**src/rtl/fix_seq_tracker.sv**
```systemverilog
// fix_seq_tracker: per-session FIX MsgSeqNum tracking.
// Keeps one outgoing counter and one expected-incoming counter per session.
// Incoming sequence numbers are classified as accept, gap, duplicate or too-low.
// On a gap, the tracker reports the range of missing numbers for a resend request.
// Optional feature macro: FIX_SEQ_RESET_EN enables SequenceReset (reset mode) handling.
module fix_seq_tracker #(
  parameter int unsigned NUM_SESSIONS = 4,
  parameter int unsigned SEQ_W        = 16,
  localparam int unsigned SESS_W      = (NUM_SESSIONS > 1) ? $clog2(NUM_SESSIONS) : 1
) (
  input  logic              clk,
  input  logic              rst,
  input  logic              connect_i,
  input  logic [SESS_W-1:0] conn_sess_i,
  input  logic              tx_send_i,
  input  logic [SESS_W-1:0] tx_sess_i,
  output logic [SEQ_W-1:0]  outgoing_seq_num_o,
  input  logic              rx_valid_i,
  input  logic [SESS_W-1:0] rx_sess_i,
  input  logic [SEQ_W-1:0]  rx_seq_i,
  input  logic              rx_possdup_i,
  input  logic              rx_ignore_i,
  input  logic              rx_seqrst_i,
  input  logic [SEQ_W-1:0]  rx_newseq_i,
  output logic [SEQ_W-1:0]  expected_seq_num_o,
  output logic              rx_res_valid_o,
  output logic [SESS_W-1:0] rx_res_sess_o,
  output logic [2:0]        rx_res_code_o,
  output logic [SEQ_W-1:0]  resend_begin_o,
  output logic [SEQ_W-1:0]  resend_end_o,
  output logic              overflow_o
);

  localparam logic [2:0] CODE_ACCEPT  = 3'd0;
  localparam logic [2:0] CODE_GAP     = 3'd1;
  localparam logic [2:0] CODE_DUP     = 3'd2;
  localparam logic [2:0] CODE_LOW     = 3'd3;
`ifdef FIX_SEQ_RESET_EN
  localparam logic [2:0] CODE_SRST_OK = 3'd4;
  localparam logic [2:0] CODE_SRST_NO = 3'd5;
`endif

  localparam logic [SEQ_W-1:0] SEQ_ONE = SEQ_W'(1);
  localparam logic [SEQ_W-1:0] SEQ_MAX = {SEQ_W{1'b1}};

  logic [SEQ_W-1:0]  r_out [NUM_SESSIONS];
  logic [SEQ_W-1:0]  r_exp [NUM_SESSIONS];
  logic [SEQ_W-1:0]  w_out_nxt [NUM_SESSIONS];
  logic [SEQ_W-1:0]  w_exp_nxt [NUM_SESSIONS];

  logic [SEQ_W-1:0]  w_tx_cur;
  logic [SEQ_W-1:0]  w_rx_cur;
  logic              w_rx_hit;
  logic              w_rx_fire;
  logic              w_exp_wr;
  logic [SEQ_W-1:0]  w_exp_val;
  logic [2:0]        w_code;
  logic [SEQ_W-1:0]  w_rs_begin;
  logic [SEQ_W-1:0]  w_rs_end;
  logic              w_ovf_hit;

  logic              r_res_valid;
  logic [SESS_W-1:0] r_res_sess;
  logic [2:0]        r_res_code;
  logic [SEQ_W-1:0]  r_rs_begin;
  logic [SEQ_W-1:0]  r_rs_end;
  logic              r_ovf;

`ifndef FIX_SEQ_RESET_EN
  // SequenceReset inputs have no function when the feature is compiled out
  logic w_unused_seqrst;
  assign w_unused_seqrst = ^{rx_seqrst_i, rx_newseq_i};
`endif

  // Counter read muxes; an out-of-range index reads zero and marks no hit
  always_comb begin
    w_tx_cur = '0;
    w_rx_cur = '0;
    w_rx_hit = 1'b0;
    for (int s = 0; s < NUM_SESSIONS; s++) begin
      if (tx_sess_i == SESS_W'(s)) begin
        w_tx_cur = r_out[s];
      end
      if (rx_sess_i == SESS_W'(s)) begin
        w_rx_cur = r_exp[s];
        w_rx_hit = 1'b1;
      end
    end
  end

  // Classify the received message against the expected counter
  always_comb begin
    w_rx_fire  = rx_valid_i & ~rx_ignore_i & w_rx_hit;
    w_exp_wr   = 1'b0;
    w_exp_val  = w_rx_cur;
    w_code     = CODE_ACCEPT;
    w_rs_begin = '0;
    w_rs_end   = '0;
`ifdef FIX_SEQ_RESET_EN
    if (rx_seqrst_i) begin
      if (rx_newseq_i > w_rx_cur) begin
        w_exp_wr  = 1'b1;
        w_exp_val = rx_newseq_i;
        w_code    = CODE_SRST_OK;
      end else begin
        w_code    = CODE_SRST_NO;
      end
    end else
`endif
    if (rx_seq_i == w_rx_cur) begin
      w_exp_wr  = 1'b1;
      w_exp_val = (w_rx_cur == SEQ_MAX) ? SEQ_MAX : w_rx_cur + SEQ_ONE;
      w_code    = CODE_ACCEPT;
    end else if (rx_seq_i > w_rx_cur) begin
      w_code     = CODE_GAP;
      w_rs_begin = w_rx_cur;
      w_rs_end   = rx_seq_i - SEQ_ONE;
    end else if (rx_possdup_i) begin
      w_code = CODE_DUP;
    end else begin
      w_code = CODE_LOW;
    end
  end

  // Next counter values; a logon on a session overrides its tx/rx updates
  always_comb begin
    w_out_nxt = r_out;
    w_exp_nxt = r_exp;
    w_ovf_hit = 1'b0;
    for (int s = 0; s < NUM_SESSIONS; s++) begin
      if (tx_send_i && (tx_sess_i == SESS_W'(s)) && (r_out[s] != SEQ_MAX)) begin
        w_out_nxt[s] = r_out[s] + SEQ_ONE;
      end
      if (w_rx_fire && w_exp_wr && (rx_sess_i == SESS_W'(s))) begin
        w_exp_nxt[s] = w_exp_val;
      end
      if (connect_i && (conn_sess_i == SESS_W'(s))) begin
        w_out_nxt[s] = SEQ_ONE;
        w_exp_nxt[s] = SEQ_ONE;
      end
      if ((w_out_nxt[s] == SEQ_MAX) || (w_exp_nxt[s] == SEQ_MAX)) begin
        w_ovf_hit = 1'b1;
      end
    end
  end

  // Counters, registered result and sticky overflow
  always_ff @(posedge clk) begin
    if (rst) begin
      for (int s = 0; s < NUM_SESSIONS; s++) begin
        r_out[s] <= SEQ_ONE;
        r_exp[s] <= SEQ_ONE;
      end
      r_res_valid <= 1'b0;
      r_res_sess  <= '0;
      r_res_code  <= '0;
      r_rs_begin  <= '0;
      r_rs_end    <= '0;
      r_ovf       <= 1'b0;
    end else begin
      r_out       <= w_out_nxt;
      r_exp       <= w_exp_nxt;
      r_res_valid <= w_rx_fire;
      r_res_sess  <= rx_sess_i;
      r_res_code  <= w_code;
      r_rs_begin  <= w_rs_begin;
      r_rs_end    <= w_rs_end;
      r_ovf       <= r_ovf | w_ovf_hit;
    end
  end

  assign outgoing_seq_num_o = w_tx_cur;
  assign expected_seq_num_o = w_rx_cur;
  assign rx_res_valid_o     = r_res_valid;
  assign rx_res_sess_o      = r_res_sess;
  assign rx_res_code_o      = r_res_code;
  assign resend_begin_o     = r_rs_begin;
  assign resend_end_o       = r_rs_end;
  assign overflow_o         = r_ovf;

endmodule
```
**config.mk**
```make
export PLATFORM = sky130hd
export DESIGN_NAME = fix_seq_tracker
export DESIGN_NICKNAME = d
export VERILOG_FILES = /design/src/rtl/fix_seq_tracker.sv
export SDC_FILE = /design/constraint.sdc
export NUM_CORES = 1
export LEC_CHECK = 0
export ABC_AREA = 0
export BUFFER_PORTS_ARGS = -buffer_cell sky130_fd_sc_hd__clkbuf_2
export CELL_PAD_IN_SITES_DETAIL_PLACEMENT = 1
export CELL_PAD_IN_SITES_GLOBAL_PLACEMENT = 2
export CORE_UTILIZATION = 35
export DETAILED_ROUTE_END_ITERATION = 16
export PLACE_DENSITY_LB_ADDON = 0.15
export SLEW_MARGIN = 20
export SYNTH_ARGS = -nofsm -noshare
export SYNTH_HDL_FRONTEND = slang
export SYNTH_SLANG_ARGS = --single-unit
export TNS_END_PERCENT = 100
```
**constraint.sdc**
```tcl
create_clock -name clk -period 6 [get_ports clk]
set_input_delay 0.9 -clock clk [delete_from_list [all_inputs] [get_ports clk]]
set_output_delay 0.9 -clock clk [all_outputs]
set_load 0.005 [all_outputs]
```
# == Yosys cells after proc, flatten, opt, wreduce, memory -nomap -nowiden ==
# Cells that the tools add are included.
# word_totals
elab_cells,114
register_bits,167
# classes
add_sub_neg,6
bitwise_logic,5
muxes,37
n_lt_le_gt_ge,1
n_reduce_logical,27
eq_ne,23
# op_table
operator,n
$mux W16,26
$eq A16 B16 Y1 const B,9
$add A16 B1 Y16 const B,5
$ne A16 B16 Y1 const B,4
$logic_and A1 B1 Y1,17
$eq A16 B16 Y1,1
$gt A16 B16 Y1,1
$sub A16 B1 Y16 const B,1
$eq A2 B2 Y1 const B,6
$mux W1,11
$eq A2 B1 Y1 const B,3
$logic_not A2 Y1,3
$reduce_or A3 Y1,2
$logic_or A1 B1 Y1,4
$and A1 B1 Y1,2
$not A1 Y1,2
$reduce_or A2 Y1,1
$or A1 B1 Y1,1

# == Longest topological paths before layout ==
# logic_depth
word_depth,18
depth_mapped,17
ltp_nobuf,14

# == Worst setup path before layout ==
# No wires, ideal clock.
# synth_timing
path_type,input port to flip-flop
from,input rx_sess_i[0]
to,register r_rs_end[13] (netlist: resend_end_o[13])
path_stages,17
t_required_ns,5.872
t_arrival_ns,4.618
setup_slack_ns,1.254
path_buffers,3
path_cell_list,buf_6 > buf_6 > mux4_2 > inv_1 > ha_1 > and3_1 > a221o_1 > a21o_1 > a21o_1 > a21o_1 > a21o_1 > a21o_1 > a221o_1 > a31o_2 > a21oi_1 > clkbuf_1 > nor2_1
# synth_via
elab_chain_len,8
# synth_rtl
item,line_no,rtl
"start, declared",19,"input logic [SESS_W-1:0] rx_sess_i,"
$logic_not A2 Y1,84,if (rx_sess_i == SESS_W'(s)) begin
$mux W16 (3 in a row),84,
$mux W16 *,84,
net expected_seq_num_o[1],25,"output logic [SEQ_W-1:0] expected_seq_num_o,"
$gt A16 B16 Y1,114,end else if (rx_seq_i > w_rx_cur) begin
$not A1 Y1 (no source line),--,
$reduce_or A3 Y1 (no source line) *,--,
"end signal, assigned",167,r_rs_end <= w_rs_end;
"end, declared",66,logic [SEQ_W-1:0] r_rs_end;
# Mark *: on every way through the listed nets, which the timed path passes. The rest lies on a longest branch.
# A chain may end at the register's enable or synchronous reset.

# == Worst setup path after layout ==
# layout_timing
from,input rx_sess_i[0]
to,register r_ovf (netlist: overflow_o)
# layout_via
elab_chain_len,18
# layout_rtl
item,line_no,rtl
"parallel branches: the longest is 16 deep, another holds $add A16 B1 Y16",--,
$mux W1 *,141,if ((w_out_nxt[s] == SEQ_MAX) || (w_exp_nxt[s] == SEQ_MAX)) begin
$or A1 B1 Y1 *,168,r_ovf <= r_ovf | w_ovf_hit;
"end signal, assigned",168,
"end, declared",67,logic r_ovf;
# Every way passes the cells marked *.

==> impl_metrics.csv <==
group,metric,value,unit
yosys,ys_ff_latch,166,
power,power_density,233,nW/um^2
floorplanning,die_w,162,um
sta,finalSetupViolCount,0,
yosys,avgSynthCellArea,8.22,sq um
place,dp.final_hpwl,23.5,mm
global_route,grt_first_pass_wirelength,49.1,mm
critical_path,critPathLaunchType,"primary input",
sta,fin_crit_sh,81.9,%
power,p_int,0.00179,W
critical_path,path_class,"primary input to flop",
sta,finalHoldViolCount,0,
route,vias_per_cell,5.53,
place,gp_congestion,0.837,
layout,postLayoutCellArea,10300,sq um
power,peakVddDrop,120,uV
route,drt_first_pass_iters,5,
global_route,track_usage,24.6,%
yosys,postSynthCellCount,1088,
layout,register_area,3320,sq um
sta,drv_slew,0,
clock_network,clock_sinks,166,
critical_path,cp-end-kind,"flop",
power,p_leak,3.54,nW
job,maxCapViolations,0,
yosys,yosys_warnings,0,
yosys,yosysTopAreaCell,"dfxtp_1",
layout,layout-drive-gt1-share,16.9,%
layout,multiInputGateArea,5280,sq um
yosys,syn_area,8940,sq um
yosys,synth_edf_count,0,
layout,syn2layout_area_growth,15.3,%
route,dr.first_iter.drc_count,503,
layout,diodes,0,
place,port_buffers,98,
layout,nFillCells,3061,
status,status,"completed",
floorplanning,core,25100,sq um
yosys,yosysTopAreaCellShare,37.2,%
global_route,grt.overflow.total,0,
global_route,grt_max_degree,33,
critical_path,worstPathMaxFanout,20,
power,power_frac_seq,46.7,%
floorplanning,io_pins,117,
sta,skew,0.0104,ns
sta,layout_min_cycle_time,4.91,ns
global_route,grt_pass1_vias,8205,
clock_network,postCtsSetupRepairBufs,0,
sta,tightest_slew,0.866,ns
yosys,postSynthNetCount,1155,
clock_network,cts_hold_buf,0,
clock_network,clk-insertion-delay-late,0.44,ns
route,antenna_left,0,
route,num_vias,8303,
clock_network,root_buffer,"clkbuf_16",
floorplanning,start_util,35.6,%
route,drc,0,
sta,setup_tns,0,ns
sta,rsz0062_at_grt,"false",
route,wl_per_cell,20.8,um
critical_path,cp.required,6.36,ns
clock_network,cts_tree,"yes",
clock_network,clock_path_buffers,2,
clock_network,cts-resized-gates,0,
sta,max_freq,0.204,GHz
sta,slew_headroom,42.3,%
critical_path,arrival,5.27,ns
clock_network,clk_pin_slew,0.07,ns
floorplanning,dieArea,26200,sq um
power,swShare,25.4,%
floorplanning,rows,58,
yosys,ys.flop_type,"dfxtp_1",
worst_hold_path,worstHoldPathType,"flop to flop",
global_route,antenna_found_initial,1,
power,comb_power_share,5.7,%
yosys,yosys.cell_types.count,68,
yosys,synth_area_leaders,"dfxtp_1 (37%), nand2_1 (8.1%), mux4_2 (8.1%)",
power,p_switching,0.000610,W
clock_network,h-tree-depth,4,
clock_network,cts-buffers-inserted,17,
layout,finalNetCount,1226,
power,pwr-share-clk,47.6,%
floorplanning,dieHeight,162,um
route,wirelength,31.3,mm
yosys,synthArstFlopShare,0,%
place,dpl-instance-area,9710,sq um
yosys,ys_seq_area_share,37.2,%
## cell families after synthesis
kind of cell	count (synthesis)	share of synthesized area, %
XOR/XNOR	72	7.14
buffers and inverters	85	3.83
multiplexers	36	8.58
AO/OA/AOI/OAI	171	11.4
AND/OR/NAND/NOR	536	28.8
adder cells (fa/ha/maj)	21	2.94
other	1	0.0419
flip-flops	166	37.2
## cell type report
type                            count  area share (%)
Multi-Input combinational cell    837            51.2
Timing Repair Buffer              113            5.85
Sequential cell                   166            32.3
Clock inverter                     14            1.60
Clock buffer                       18            4.17
Inverter                           24           0.874
Tap cell                          330            4.01
## synthesized netlist by cell type, drive strengths merged (6+ instances only)
library cell / instances
a21o: 9
nor3: 15
o21ai: 21
or2: 7
ha: 21
nand2b: 15
nand3b: 6
nor2: 133
and4: 9
nand3: 35
nand4: 40
clkbuf: 52
inv: 24
a31oi: 13
nor2b: 11
a21oi: 90
buf: 9
xnor2: 34
mux4: 32
or3: 6
dfxtp: 166
o31ai: 9
and3: 18
xor2: 38
nand2: 194
nor4: 23
## final timing paths
check | from | to | slack [ns] | cells after the start
max | rx_sess_i[0] | overflow_o$_SDFF_PP0_ | 1.09 | 16
min | r_exp[43]$_SDFF_PP0_ | r_exp[43]$_SDFF_PP0_ | 0.48 | 2
max reg2reg | r_exp[4]$_SDFF_PP0_ | overflow_o$_SDFF_PP0_ | 1.86 | 15
min reg2reg | r_exp[43]$_SDFF_PP0_ | r_exp[43]$_SDFF_PP0_ | 0.48 | 2
## placed cells by master, fill, tap and decap left out, drive strengths merged, types with 7 or more instances in the layout
master	netlist	final
nor2	133	133
nand3	35	35
nor4	23	23
nand2b	15	15
a21oi	90	90
ha	21	21
or2	7	7
xor2	38	38
and3	18	18
dfxtp	166	166
a31oi	13	13
inv	24	30
and4	9	9
o21ai	21	21
xnor2	34	34
nand2	194	194
clkbuf	52	116
nor3	15	15
buf	9	15
a21o	9	9
nand4	40	40
nor2b	11	11
mux4	32	32
o31ai	9	9
## metrics by stage
step	utilization, %	hold slack [ns]	instances	setup WS, ns	power, W
3_3_place_gp	38.7	0.454	1470	0.665	0.00128
6_report	41.0	0.475	1502	1.09	0.00240
3_5_place_dp	38.7	0.464	1470	0.627	0.00128
2_1_floorplan	-	0.438	1088	1.25	0.00123
5_1_grt	41.0	0.501	1502	0.764	0.00249
4_1_cts	41.0	0.473	1502	1.07	0.00243
## critical path, stage by stage
cell and delay (ns):
clkbuf_2 0.56, mux4_2 0.71, inv_1 0.18, ha_1 0.28
nand4_1 0.15, nor4_1 0.07, mux2_2 0.32, nor3b_1 0.15
buf_4 0.18, nand2b_1 0.37, buf_4 0.30, nand2_1 0.10
nor2_1 0.17, a21oi_1 0.06, or4_1 0.53, a41oi_1 0.21
## metal layers
layer	vias up	part of all wire [%]	global-route usage, %
met5	-	0	0
met4	0	1.8	6.13
met3	28	4.2	3.93
met2	205	49	42.4
met1	4092	45	31.9
li1	3978	-	-
## power by group through the flow
stage	Combinational [W]	Clock, W	Sequential [W]
after floorplan	0.0000856	0	0.00115
after global placement	0.000137	0	0.00115
after detailed placement	0.000138	0	0.00115
after CTS	0.000139	0.00117	0.00112
after global routing	0.000151	0.00122	0.00112
final	0.000137	0.00114	0.00112
## flip-flops by register name, summed over array words and instances (netlist names)
| signal | flops |
|---|---|
| rx_res_code_o | 2 |
| overflow_o | 1 |
| r_out | 64 |
| rx_res_sess_o | 2 |
| resend_begin_o | 16 |
| r_exp | 64 |
| rx_res_valid_o | 1 |
| resend_end_o | 16 |
(Power assumes the default switching activity.)
